[src/rtl/dmem_pkg.sv]
// Shared types and constants for the data-memory arbiter.
package dmem_pkg;
  localparam int DMEM_DEPTH = 32;
  localparam int DMEM_AW    = $clog2(DMEM_DEPTH);

  typedef enum logic [1:0] {
    IDLE   = 2'd0,
    ACCESS = 2'd1,
    RESP   = 2'd2
  } state_t;

  // Request captured at grant; requesters may change inputs afterwards.
  typedef struct packed {
    logic        we;
    logic [31:0] addr;
    logic [31:0] wdata;
  } dmem_req_t;

  // Misaligned byte address or word index beyond the memory.
  function automatic logic addr_err(input logic [31:0] a, input logic [31:0] depth);
    return (a[1:0] != 2'b00) || ({2'b00, a[31:2]} >= depth);
  endfunction
endpackage

[src/rtl/dmem_arbiter_if.sv]
// Requester handshakes plus the single-port memory bus.
interface dmem_arbiter_if;
  logic        req0, we0, ack0, err0;
  logic [31:0] addr0, wdata0, rdata0;
  logic        req1, we1, ack1, err1;
  logic [31:0] addr1, wdata1, rdata1;
  logic [31:0] mem_address, mem_writeData, mem_ReadData;
  logic        mem_memWrite, mem_memRead;

  // Arbiter side.
  modport slave (
    input  req0, we0, addr0, wdata0, req1, we1, addr1, wdata1, mem_ReadData,
    output ack0, err0, rdata0, ack1, err1, rdata1,
           mem_address, mem_writeData, mem_memWrite, mem_memRead
  );

  // Requesters and memory side.
  modport master (
    output req0, we0, addr0, wdata0, req1, we1, addr1, wdata1, mem_ReadData,
    input  ack0, err0, rdata0, ack1, err1, rdata1,
           mem_address, mem_writeData, mem_memWrite, mem_memRead
  );
endinterface

[src/rtl/dmem_arbiter_rr_arb2.sv]
// Two-input round-robin picker; on conflict the port opposite last_grant wins.
module rr_arb2 (
  input  logic req0,
  input  logic req1,
  input  logic last_grant,
  output logic gnt_valid,
  output logic gnt_id
);
  // Single requester wins outright; conflict goes to the other side of last_grant.
  always_comb begin
    gnt_valid = req0 | req1;
    gnt_id    = (req0 & req1) ? ~last_grant : req1;
  end
endmodule

[src/rtl/dmem_arbiter.sv]
// Two-port round-robin arbiter and access sequencer for the data memory.
module dmem_arbiter
  import dmem_pkg::*;
#(
  parameter int DEPTH = DMEM_DEPTH,
  parameter int AW    = $clog2(DEPTH)
) (
  input  logic           clock,
  input  logic           reset,
  dmem_arbiter_if.slave  bus,
  output logic           busy
);
  state_t          state;
  logic            last_grant, gid;
  dmem_req_t       lreq, sel_req;
  logic            gnt_valid, gnt_id, lerr, both;
  logic [1:0]      ack_q, err_q;
  logic [1:0][31:0] rdata_q;

  rr_arb2 u_rr (
    .req0      (bus.req0),
    .req1      (bus.req1),
    .last_grant(last_grant),
    .gnt_valid (gnt_valid),
    .gnt_id    (gnt_id)
  );

  // Granted port's request and the check on the latched address.
  always_comb begin
    sel_req = gnt_id ? {bus.we1, bus.addr1, bus.wdata1}
                     : {bus.we0, bus.addr0, bus.wdata0};
    both    = bus.req0 & bus.req1;
    lerr    = addr_err(lreq.addr, 32'(DEPTH));
  end

  // Sequencer: IDLE -> ACCESS -> RESP, one cycle each after grant.
  always_ff @(posedge clock or negedge reset) begin
    if (!reset) begin
      state      <= IDLE;
      last_grant <= 1'b1;
      gid        <= 1'b0;
      lreq       <= '0;
      ack_q      <= '0;
      err_q      <= '0;
      rdata_q    <= '0;
    end else begin
      case (state)
        IDLE: if (gnt_valid) begin
          state <= ACCESS;
          gid   <= gnt_id;
          lreq  <= sel_req;
          if (both) last_grant <= gnt_id;
        end
        ACCESS: begin
          state        <= RESP;
          ack_q[gid]   <= 1'b1;
          err_q[gid]   <= lerr;
          if (!lreq.we) rdata_q[gid] <= lerr ? '0 : bus.mem_ReadData;
        end
        RESP: begin
          state <= IDLE;
          ack_q <= '0;
          err_q <= '0;
        end
        default: state <= IDLE;
      endcase
    end
  end

  // Memory strobes decode straight from state so reset drops them at once.
  always_comb begin
    bus.mem_address   = '0;
    bus.mem_writeData = '0;
    bus.mem_memWrite  = 1'b0;
    bus.mem_memRead   = 1'b0;
    if (state == ACCESS) begin
      bus.mem_address   = {{(32-AW){1'b0}}, lreq.addr[AW+1:2]};
      bus.mem_writeData = lreq.wdata;
      bus.mem_memWrite  = lreq.we & ~lerr;
      bus.mem_memRead   = ~lreq.we & ~lerr;
    end
  end

  assign busy       = (state != IDLE);
  assign bus.ack0   = ack_q[0];
  assign bus.ack1   = ack_q[1];
  assign bus.err0   = err_q[0];
  assign bus.err1   = err_q[1];
  assign bus.rdata0 = rdata_q[0];
  assign bus.rdata1 = rdata_q[1];
endmodule

[src/flat_wrapper.sv]
// flat-port wrapper written by rule: the top's interface ports become plain ports
module dmem_arbiter_flat import dmem_pkg::*;
#(
  parameter int DEPTH = DMEM_DEPTH,
  parameter int AW    = $clog2(DEPTH)
)
  (clock, reset, busy, bus_req0, bus_we0, bus_addr0, bus_wdata0, bus_req1, bus_we1, bus_addr1, bus_wdata1, bus_mem_ReadData, bus_ack0, bus_err0, bus_rdata0, bus_ack1, bus_err1, bus_rdata1, bus_mem_address, bus_mem_writeData, bus_mem_memWrite, bus_mem_memRead);
  dmem_arbiter_if bus_i ();
  input  logic clock;
  input  logic reset;
  output logic busy;
  input wire logic [$bits(bus_i.req0)-1:0] bus_req0;
  input wire logic [$bits(bus_i.we0)-1:0] bus_we0;
  input wire logic [$bits(bus_i.addr0)-1:0] bus_addr0;
  input wire logic [$bits(bus_i.wdata0)-1:0] bus_wdata0;
  input wire logic [$bits(bus_i.req1)-1:0] bus_req1;
  input wire logic [$bits(bus_i.we1)-1:0] bus_we1;
  input wire logic [$bits(bus_i.addr1)-1:0] bus_addr1;
  input wire logic [$bits(bus_i.wdata1)-1:0] bus_wdata1;
  input wire logic [$bits(bus_i.mem_ReadData)-1:0] bus_mem_ReadData;
  output wire logic [$bits(bus_i.ack0)-1:0] bus_ack0;
  output wire logic [$bits(bus_i.err0)-1:0] bus_err0;
  output wire logic [$bits(bus_i.rdata0)-1:0] bus_rdata0;
  output wire logic [$bits(bus_i.ack1)-1:0] bus_ack1;
  output wire logic [$bits(bus_i.err1)-1:0] bus_err1;
  output wire logic [$bits(bus_i.rdata1)-1:0] bus_rdata1;
  output wire logic [$bits(bus_i.mem_address)-1:0] bus_mem_address;
  output wire logic [$bits(bus_i.mem_writeData)-1:0] bus_mem_writeData;
  output wire logic [$bits(bus_i.mem_memWrite)-1:0] bus_mem_memWrite;
  output wire logic [$bits(bus_i.mem_memRead)-1:0] bus_mem_memRead;
  assign bus_i.req0 = bus_req0;
  assign bus_i.we0 = bus_we0;
  assign bus_i.addr0 = bus_addr0;
  assign bus_i.wdata0 = bus_wdata0;
  assign bus_i.req1 = bus_req1;
  assign bus_i.we1 = bus_we1;
  assign bus_i.addr1 = bus_addr1;
  assign bus_i.wdata1 = bus_wdata1;
  assign bus_i.mem_ReadData = bus_mem_ReadData;
  assign bus_ack0 = bus_i.ack0;
  assign bus_err0 = bus_i.err0;
  assign bus_rdata0 = bus_i.rdata0;
  assign bus_ack1 = bus_i.ack1;
  assign bus_err1 = bus_i.err1;
  assign bus_rdata1 = bus_i.rdata1;
  assign bus_mem_address = bus_i.mem_address;
  assign bus_mem_writeData = bus_i.mem_writeData;
  assign bus_mem_memWrite = bus_i.mem_memWrite;
  assign bus_mem_memRead = bus_i.mem_memRead;
  dmem_arbiter #(.DEPTH(DEPTH), .AW(AW)) u_core (.clock(clock), .reset(reset), .bus(bus_i), .busy(busy));
endmodule
[config.mk]
export PLATFORM = sky130hd
export DESIGN_NAME = dmem_arbiter_flat
export DESIGN_NICKNAME = d
export VERILOG_FILES = /design/src/rtl/dmem_pkg.sv /design/src/rtl/dmem_arbiter_if.sv /design/src/rtl/dmem_arbiter_rr_arb2.sv /design/src/rtl/dmem_arbiter.sv /design/src/flat_wrapper.sv
export SDC_FILE = /design/constraint.sdc
export NUM_CORES = 1
export LEC_CHECK = 0
export BUFFER_PORTS_ARGS = -buffer_cell sky130_fd_sc_hd__buf_2
export CAP_MARGIN = 25
export CORE_MARGIN = 2
export CORE_UTILIZATION = 23
export CTS_CLUSTER_SIZE = 20
export DETAILED_ROUTE_END_ITERATION = 10
export GPL_ROUTABILITY_DRIVEN = 0
export SYNTH_ARGS = -nofsm -noshare
export SYNTH_HDL_FRONTEND = slang
export SYNTH_HIERARCHICAL = 1
export SYNTH_SLANG_ARGS = --single-unit
[constraint.sdc]
create_clock -name clock -period 2.25 [get_ports clock]
set_input_delay 0.1125 -clock clock [delete_from_list [all_inputs] [get_ports clock]]
set_output_delay 0.1125 -clock clock [all_outputs]
set_load 0.02 [all_outputs]
==> results of run 1 <==
[worst min-delay path, stage by stage]
cell	delay (ns)
buf_2	0.08
mux2i_1	0.06
a21oi_1	0.14
[where the power goes]
group          total, W  internal, W  switching (W)  leakage [nW]
Sequential      0.00435      0.00368       0.000668          1.67
Clock           0.00294      0.00178        0.00117         0.300
Combinational   0.00540      0.00203        0.00337          2.82
Total            0.0127      0.00749        0.00520          4.79
[worst max-delay path by stage]
stage	from	end	slack, ns
floorplan	u_core/lreq[49]	bus_mem_memRead	0.54
global placement	u_core/state[1]	u_core/bus.rdata1[31]	0.37
detailed placement	u_core/state[1]	u_core/bus.rdata1[20]	0.37
CTS	u_core/lreq[48]	bus_mem_memWrite	0.02
global route	u_core/lreq[49]	bus_mem_memRead	-0.008
finish	u_core/lreq[41]	bus_mem_memWrite	0.20
[repair_timing]
action	in CTS	in global routing
endpoints found under the setup margin	1	2
gates resized for setup	0	3
setup buffers	1	0
hold buffers	97	0
pin swaps	1	1
endpoints found under the hold margin	153	0
[flip-flops by register name (all words and copies together), names as in the netlist]
register	cells
u_core/gid	1
u_core/lreq	65
u_core/bus.rdata0	32
u_core/bus.rdata1	32
u_core/state	2
u_core/last_grant	1
u_core/err_q	2
u_core/ack_q	2
[layer usage]
metal / vias up / GRT usage (%) / part of all wire, %
met4: 0 / 3.71 / 1.5
met3: 15 / 3.91 / 6.3
met1: 2765 / 15.9 / 43
met2: 244 / 23.0 / 49
li1: 2934 / - / -
met5: - / 0 / 0
[Yosys cell counts, drive strengths merged]
| master | n | area (sq um) |
|---|---|---|
| nand4 | 1 | 6.26 |
| o21ai | 67 | 482 |
| inv | 5 | 18.8 |
| conb | 1 | 3.75 |
| a21oi | 69 | 345 |
| ha | 4 | 50.1 |
| nor4 | 6 | 37.5 |
| nand2 | 129 | 484 |
| dfrtp | 136 | 3400 |
| clkbuf | 30 | 113 |
| nor2 | 72 | 270 |
| nand3 | 2 | 10.0 |
| a21boi | 2 | 15.0 |
| nand2b | 3 | 18.8 |
| a31o | 1 | 8.76 |
| nor3 | 1 | 5.00 |
| buf | 44 | 319 |
| mux2i | 65 | 651 |
| dfstp | 1 | 26.3 |
| or2 | 3 | 18.8 |
| and3 | 1 | 6.26 |
| and2 | 38 | 238 |
| o31ai | 2 | 15.0 |
| mux2 | 1 | 11.3 |
[cell type report]
cell class	count	area (sq um)	share of cell area, %
Sequential cell	137	3430	34.6
Clock buffer	18	429	4.33
Clock inverter	14	186	1.88
Inverter	5	18.8	0.189
Tap cell	378	473	4.77
Multi-Input combinational cell	494	2810	28.3
Timing Repair Buffer	388	2570	25.9
[stage by stage]
stage               TNS (ns)  hold slack, ns  cells  power [W]  utilization, %
finish                     0          0.0184   1434     0.0127            35.5
global route        -0.00806         0.00257   1434     0.0136            35.5
CTS                        0        0.000816   1434     0.0128            35.4
detailed placement         0           0.108   1304    0.00963            29.7
global placement           0           0.110   1304    0.00953            29.7
floorplan                  0          -0.183    710    0.00777               -
[kinds of logic (layout without fill, tap and decap cells)]
family | Yosys count | in the layout | share of synthesized area (%)
and+or+nand+nor | 256 | 256 | 16.7
AOI/OAI and AO/OA | 141 | 141 | 13.2
DFF | 137 | 137 | 52.3
buffers and inverters | 79 | 425 | 6.87
muxes | 66 | 66 | 10.1
adders and majority gates | 4 | 4 | 0.763
other | 1 | 27 | 0.0572
==> impl_metrics.tcl, run 1 <==
set metrics [dict create \
    avgViaCountPerCell 4.15 \
    syn_inst 684 \
    yosysUniqueCellTypes 30 \
    tightestPinTransition_ns 0.692 \
    pre_cts_slack_ns 0.367 \
    rr_endpoint "u_core/bus.rdata0[31]" \
    r2r_setup_slack_ns 0.33 \
    final_common_cell "buf_2" \
    placed_cell_area_sq_mm 0.00830 \
    io_pins 301 \
    start_kind "register" \
    period_needed_ns 2.05 \
    final_antenna_net_count 0 \
    max_freq_mhz 489 \
    core.rowCount 61 \
    cp_num_buf_inv 1 \
    setup_viol 0 \
    clkLatencyLatePin_ns 0.42 \
    track_usage_pct 13.3 \
    crit_type "register to primary output" \
    cts_tree "done" \
    arrival_ns 1.93 \
    finClkSkew_ns 0.0109 \
    power.leakage_nw 4.79 \
    place_hpwl_mm 13.5 \
    path_depth 5 \
    p_per_area_mw_per_mm2 1280 \
    hold_violations 0 \
    fp.dieArea_sq_mm 0.0299 \
    die_h_um 173 \
    io_buffers 273 \
    final_nets 1213 \
    drc 0 \
    grt_max_degree 59 \
    drive_gt1_share_pct 35.3 \
    synth_area_sq_mm 0.00656 \
    end_kind "primary output" \
    ys_warn_count 6 \
    drt_pass1_iterations 4 \
    fp.dieW_um 173 \
    num_vias 5958 \
    crit-reg2reg-launch "u_core/lreq[41]" \
    htreeDepth 4 \
    slew_violations 0 \
    cts_buffer_depth 2 \
    holdPathEnd "u_core/lreq[62]" \
    areaGrowthSynthToFinish_pct 51.2 \
    crit_path_max_incr_delay_ns 0.40 \
    finalWorstSetupSlack_ns 0.204 \
    clk_pin_slew_ns 0.06 \
    holdCritStartpoint "bus_addr1[30]" \
    first_global_vias 6190 \
    status "complete, no violations" \
    max-slew-margin-rel_pct 53.9 \
    ys_ff_latch 137 \
    period_share_pct 90.9 \
    wl_per_cell_um 13.8 \
    worstHoldPathCells 3 \
    ir_worst_vdd_mv 0.602 \
    grt_pass1_wl_mm 31.7 \
    postSynthAreaPerCell_sq_um 9.59 \
    cap_violations 0 \
    cts_root_buffer "clkbuf_16" \
    final_cell_mix "buf_2 (272), dfrtp_1 (136), nand2_1 (129)" \
    first_iter_violations 286 \
    r2r_cells 6 \
    totalWireLength_mm 19.7 \
    cts_sinks 137 \
    stdcell_area_sq_mm 0.00991 \
    cp_slowest_cell "dfrtp_1" \
    antenna_cells 0 \
    path_delay_family "simple AND/OR/NAND/NOR gates" \
    critPathMaxFanout 2 \
    core_sq_mm 0.0279 \
    start_util_pct 23.5 \
    overflow 0 \
    yosysSeqAreaShare_pct 52.3 \
    numCtsBuffers 17 \
    nFillCells 2878 \
    cp.required_ns 2.14 \
    worst_hold_path_type "input port to register" \
    crit_chain "nor4_2, nand4_1, nor2_2, and3_1, buf_2" \
    antenna_found_initial 0 \
]
(Power assumes the default switching activity.)
==> run 2, diff against run 1 <==
- CORE_UTILIZATION: 23 -> 30
- clock period: 2.25 -> 1.9 ns (I/O delays scaled with it)
==> run 2 against run 1 <==
Compared with the run above:
- the flow now finishes with violations (negative setup slack)
- power up 19%
- sequential power up 20%
- worst hold slack worse by 0.017 ns
- worst setup slack worse by 0.25 ns
- critical path depth up 1
- routed wire length up 1.8%
- sequential cell count unchanged
- critical endpoint unchanged
- largest power group unchanged
==> impl_metrics.tcl, run 2 (synthesis results as in run 1) <==
set metrics [dict create \
    clkLatencyLatePin_ns 0.42 \
    avgViaCountPerCell 4.46 \
    cp_num_buf_inv 2 \
    power_w 0.0151 \
    pre_cts_slack_ns 0.148 \
    setup_viol 2 \
    tightestPinTransition_ns 0.668 \
    arrival_ns 1.85 \
    slew_violations 0 \
    crit_type "register to primary output" \
    overflow 0 \
    path_delay_family "simple AND/OR/NAND/NOR gates" \
    worstHoldPathCells 3 \
    htreeDepth 4 \
    cp_slowest_cell "dfrtp_1" \
    cts_buffer_depth 2 \
    numCtsBuffers 17 \
    end_kind "primary output" \
    crit_chain "nor4_2, nand4_1, buf_4, nor2_4, and3_4, buf_6" \
    drive_gt1_share_pct 35.2 \
    wl_per_cell_um 14.6 \
    clk_pin_slew_ns 0.06 \
    finalWorstSetupSlack_ns -0.0474 \
    stdcell_area_sq_mm 0.0103 \
    crit_path_max_incr_delay_ns 0.39 \
    first_iter_violations 244 \
    critPathMaxFanout 2 \
    final_cells 1376 \
    grt_max_degree 59 \
    violations "negative setup slack" \
    status "complete, but fails checks" \
    start_util_pct 30.3 \
    die_h_um 152 \
    cts_tree "done" \
    io_pins 301 \
    fp.dieW_um 152 \
    antenna_found_initial 0 \
    antenna_cells 0 \
    final_common_cell "buf_2" \
    hold_violations 0 \
    r2r_cells 5 \
    rsz0062_at_grt "yes" \
    start_kind "register" \
    p_per_area_mw_per_mm2 1460 \
    drc 0 \
    cts_root_buffer "clkbuf_16" \
    place_hpwl_mm 12.8 \
    final_cell_mix "buf_2 (270), dfrtp_1 (136), dlygate4sd3_1 (132)" \
    areaGrowthSynthToFinish_pct 56.9 \
    largest_register "u_core/lreq" \
    final_nets 1253 \
    worst_hold_path_type "input port to register" \
    ir_worst_vdd_mv 0.653 \
    track_usage_pct 17.4 \
    totalWireLength_mm 20.1 \
    largest_reg_flops 65 \
    max_freq_mhz 514 \
    core_sq_mm 0.0216 \
    dp.cells 1207 \
    final_antenna_net_count 0 \
    nFillCells 2043 \
    max-slew-margin-rel_pct 55.5 \
    fp.dieArea_sq_mm 0.0231 \
    grt_pass1_wl_mm 32.6 \
    period_needed_ns 1.95 \
    first_global_vias 6318 \
    path_depth 6 \
    power.leakage_nw 4.98 \
    cts_sinks 137 \
    num_vias 6135 \
    cap_violations 0 \
    finClkSkew_ns 0.0141 \
    drt_pass1_iterations 5 \
    core.rowCount 54 \
    cp.required_ns 1.80 \
    placed_cell_area_sq_mm 0.00823 \
    io_buffers 273 \
    period_share_pct 102 \
]
run 2: changes by cell type in the layout (fill, tap and decap cells not counted), sizes merged:
cell | before | now
buf | 291 | 294
bufinv | 3 | 2
clkbuf | 18 | 21
clkinv | 4 | 6
clkinvlp | 1 | 2
dlygate4sd3 | 97 | 132
inv | 11 | 8
run 2: worst reg2reg max path: cells and delay by family, from the launching register on:
kind,cells,cell delay [ns]
AOI/OAI and AO/OA,2,0.25
buffers and inverters,2,0.83
DFF,1,0.38
muxes,1,0.24
run 2: power by group:
part           total [W]  switching [W]  leakage [nW]  internal (W)
clock            0.00326        0.00131         0.280       0.00195
sequential       0.00520       0.000840          1.67       0.00436
combinational    0.00659        0.00405          3.03       0.00253
total             0.0151        0.00621          4.98       0.00884
run 2: cell type report:
| class | count | area (sq um) | area share, % |
|---|---|---|---|
| inverter | 5 | 18.8 | 0.182 |
| tap | 280 | 350 | 3.41 |
| sequential | 137 | 3430 | 33.3 |
| multi-input combinational | 494 | 2850 | 27.7 |
| clock inverter | 13 | 145 | 1.41 |
| clock buffer | 19 | 433 | 4.21 |
| timing repair buffer | 428 | 3060 | 29.7 |
run 2: final timing paths:
path	from	slack, ns	end
min in group asynchronous	reset	0.21	u_core/bus.rdata1[23]
min	bus_addr1[14]	0.002	u_core/lreq[46]
max	u_core/lreq[49]	-0.05	bus_mem_memWrite
max in group asynchronous	reset	1.02	u_core/last_grant
min reg2reg	u_core/bus.rdata0[12]	0.48	u_core/bus.rdata0[12]
max reg2reg	u_core/last_grant	0.09	u_core/lreq[58]
run 2: through the flow:
step | hold WS (ns) | TNS (ns) | util [%]
after floorplan | -0.201 | 0 | -
after global placement | 0.0830 | 0 | 38.0
after detailed placement | 0.0838 | 0 | 38.0
after CTS | 0.000349 | -0.115 | 47.2
after global routing | 0.0174 | -0.325 | 47.6
final | 0.00185 | -0.0643 | 47.6
run 2: metal layers:
layer	global-route usage [%]	vias to the layer above	wire (um)
met4	4.98	0	309
met1	22.3	2845	8590
met2	29.0	261	9740
met5	0	-	0
met3	4.82	18	1460
li1	-	3011	-
run 2: timing repair:
item,CTS,global route
gates resized for setup,14,17
pin swaps,7,2
hold endpoints to repair,166,0
setup endpoints to repair,25,66
cloned,0,2
hold buffers,132,0
buffers inserted,3,0
==> run 3, diff against run 2 <==
- HOLD_SLACK_MARGIN: default -> 0.03
- RECOVER_POWER: default -> 50
==> run 3 against run 2 <==
Compared with the run above:
- the run still ends with negative setup slack left
- clock skew increased by 0.00079 ns
- via count increased by 2.6%
- non-clock buffer count increased by 27
- power decreased by 0.45%
- critical path depth unchanged
- first-iteration DRC count increased by 6.1%
- sequential power about the same
- routed wire length increased by 4.3%
- worst setup slack got worse by 0.0081 ns
- sequential share of layout area decreased by 0.56 points
- critical endpoint unchanged
==> impl_metrics.tcl, run 3 (synthesis results as in run 1) <==
set metrics [dict create \
    status "complete, but fails checks" \
    violations "negative setup slack" \
    finClkSkew_ns 0.0149 \
    start_kind "register" \
    hold_violations 0 \
    setup_viol 2 \
    crit_type "register to primary output" \
    fp.dieArea_sq_mm 0.0231 \
    totalWireLength_mm 21.0 \
    final_util_pct 48.4 \
    cp_num_buf_inv 2 \
    final_cell_mix "buf_2 (219), dlygate4sd3_1 (159), dfrtp_1 (136)" \
    tightestPinTransition_ns 1.31 \
    nFillCells 2041 \
    power_w 0.0150 \
    final_nets 1280 \
    fp.dieW_um 152 \
    arrival_ns 1.86 \
    critPathMaxFanout 2 \
    worst_hold_path_type "input port to register" \
    final_common_cell "buf_2" \
    io_buffers 273 \
    drt_pass1_iterations 4 \
    rsz0062_at_grt "yes" \
    die_h_um 152 \
    finalWorstSetupSlack_ns -0.0555 \
    numCtsBuffers 17 \
    cts_tree "done" \
    grt_max_degree 59 \
    io_pins 301 \
    avgViaCountPerCell 4.49 \
    htreeDepth 4 \
    cts_buffer_depth 2 \
    period_needed_ns 1.96 \
    clkLatencyLatePin_ns 0.42 \
    multi_input_area_sq_mm 0.00285 \
    crit_path_max_incr_delay_ns 0.39 \
    drc 0 \
    first_iter_violations 259 \
    core_sq_mm 0.0216 \
    overflow 0 \
    start_util_pct 30.3 \
    ir_worst_vdd_mv 0.646 \
    core.rowCount 54 \
    drive_gt1_share_pct 29.8 \
    pre_cts_slack_ns 0.148 \
    largest_reg_flops 65 \
    cp_slowest_cell "dfrtp_1" \
    power.leakage_nw 4.88 \
    max-slew-margin-rel_pct 12.6 \
    antenna_cells 0 \
    cts_sinks 137 \
    largest_register "u_core/lreq" \
    cts_root_buffer "clkbuf_16" \
    wl_per_cell_um 14.9 \
    cap_violations 0 \
    grt_pass1_wl_mm 34.2 \
    areaGrowthSynthToFinish_pct 59.6 \
    path_delay_family "simple AND/OR/NAND/NOR gates" \
    place_hpwl_mm 12.8 \
    period_share_pct 103 \
    track_usage_pct 18.3 \
    cp.required_ns 1.80 \
    crit_chain "nor4_2, nand4_1, buf_4, nor2_4, and3_4, buf_6" \
    clk_pin_slew_ns 0.06 \
    max_freq_mhz 511 \
    first_global_vias 6592 \
    register_area_sq_mm 0.00343 \
    num_vias 6297 \
    slew_violations 0 \
    p_per_area_mw_per_mm2 1430 \
    final_antenna_net_count 0 \
    end_kind "primary output" \
    antenna_found_initial 0 \
]
-- run 3: worst paths after layout --
check	endpoint	depth (start not counted)	slack (ns)	startpoint
hold reg to reg	u_core/bus.rdata0[12]	2	0.48	u_core/bus.rdata0[12]
setup / recovery	bus_mem_memWrite	6	-0.06	u_core/lreq[49]
min in group asynchronous	u_core/bus.rdata1[23]	2	0.52	reset
setup reg to reg	u_core/lreq[52]	5	0.08	u_core/last_grant
max in group asynchronous	u_core/lreq[22]	3	0.24	reset
hold / removal	u_core/lreq[44]	3	0.03	bus_addr1[12]
-- run 3: metrics by stage --
step / hold WS (ns) / instance area [sq um] / setup TNS [ns] / std cells
6_report: 0.0288 / 10500 / -0.0810 / 1403
5_1_grt: 0.0596 / 10500 / -1.35 / 1403
4_1_cts: 0.0322 / 10500 / -0.115 / 1401
3_3_place_gp: 0.0830 / 8230 / 0 / 1207
3_5_place_dp: 0.0838 / 8230 / 0 / 1207
2_1_floorplan: -0.201 / 6650 / 0 / 710
-- run 3: layer usage --
layer,track usage [%],part of all wire [%]
met1,22.9,42
met2,30.1,48
met3,5.39,7.1
met4,6.50,2.3
met5,0,0
-- run 3: what timing repair did --
item,CTS,global route
pin swaps,7,2
resized for setup,14,17
endpoints found under the hold margin,183,0
gates cloned,0,2
setup buffers,3,0
hold buffers,159,0
endpoints found under the setup margin,25,68
-- run 3: worst register-to-register path, delay by kind of cell, from the launching register on --
kind                   cells  cell delay (ns)
buffers and inverters      2             0.83
flip-flops                 1             0.38
AO/OA/AOI/OAI              2             0.26
multiplexers               1             0.24
-- run 3: power by group --
group	switching, W	internal [W]
Clock	0.00132	0.00195
Sequential	0.000861	0.00436
Combinational	0.00407	0.00242
-- run 3: area by class of cell --
class	count	area share (%)
sequential	137	32.8
timing repair buffer	455	30.9
multi-input combinational	494	27.3
clock buffer	19	4.14
tap	280	3.35
clock inverter	13	1.39
inverter	5	0.179
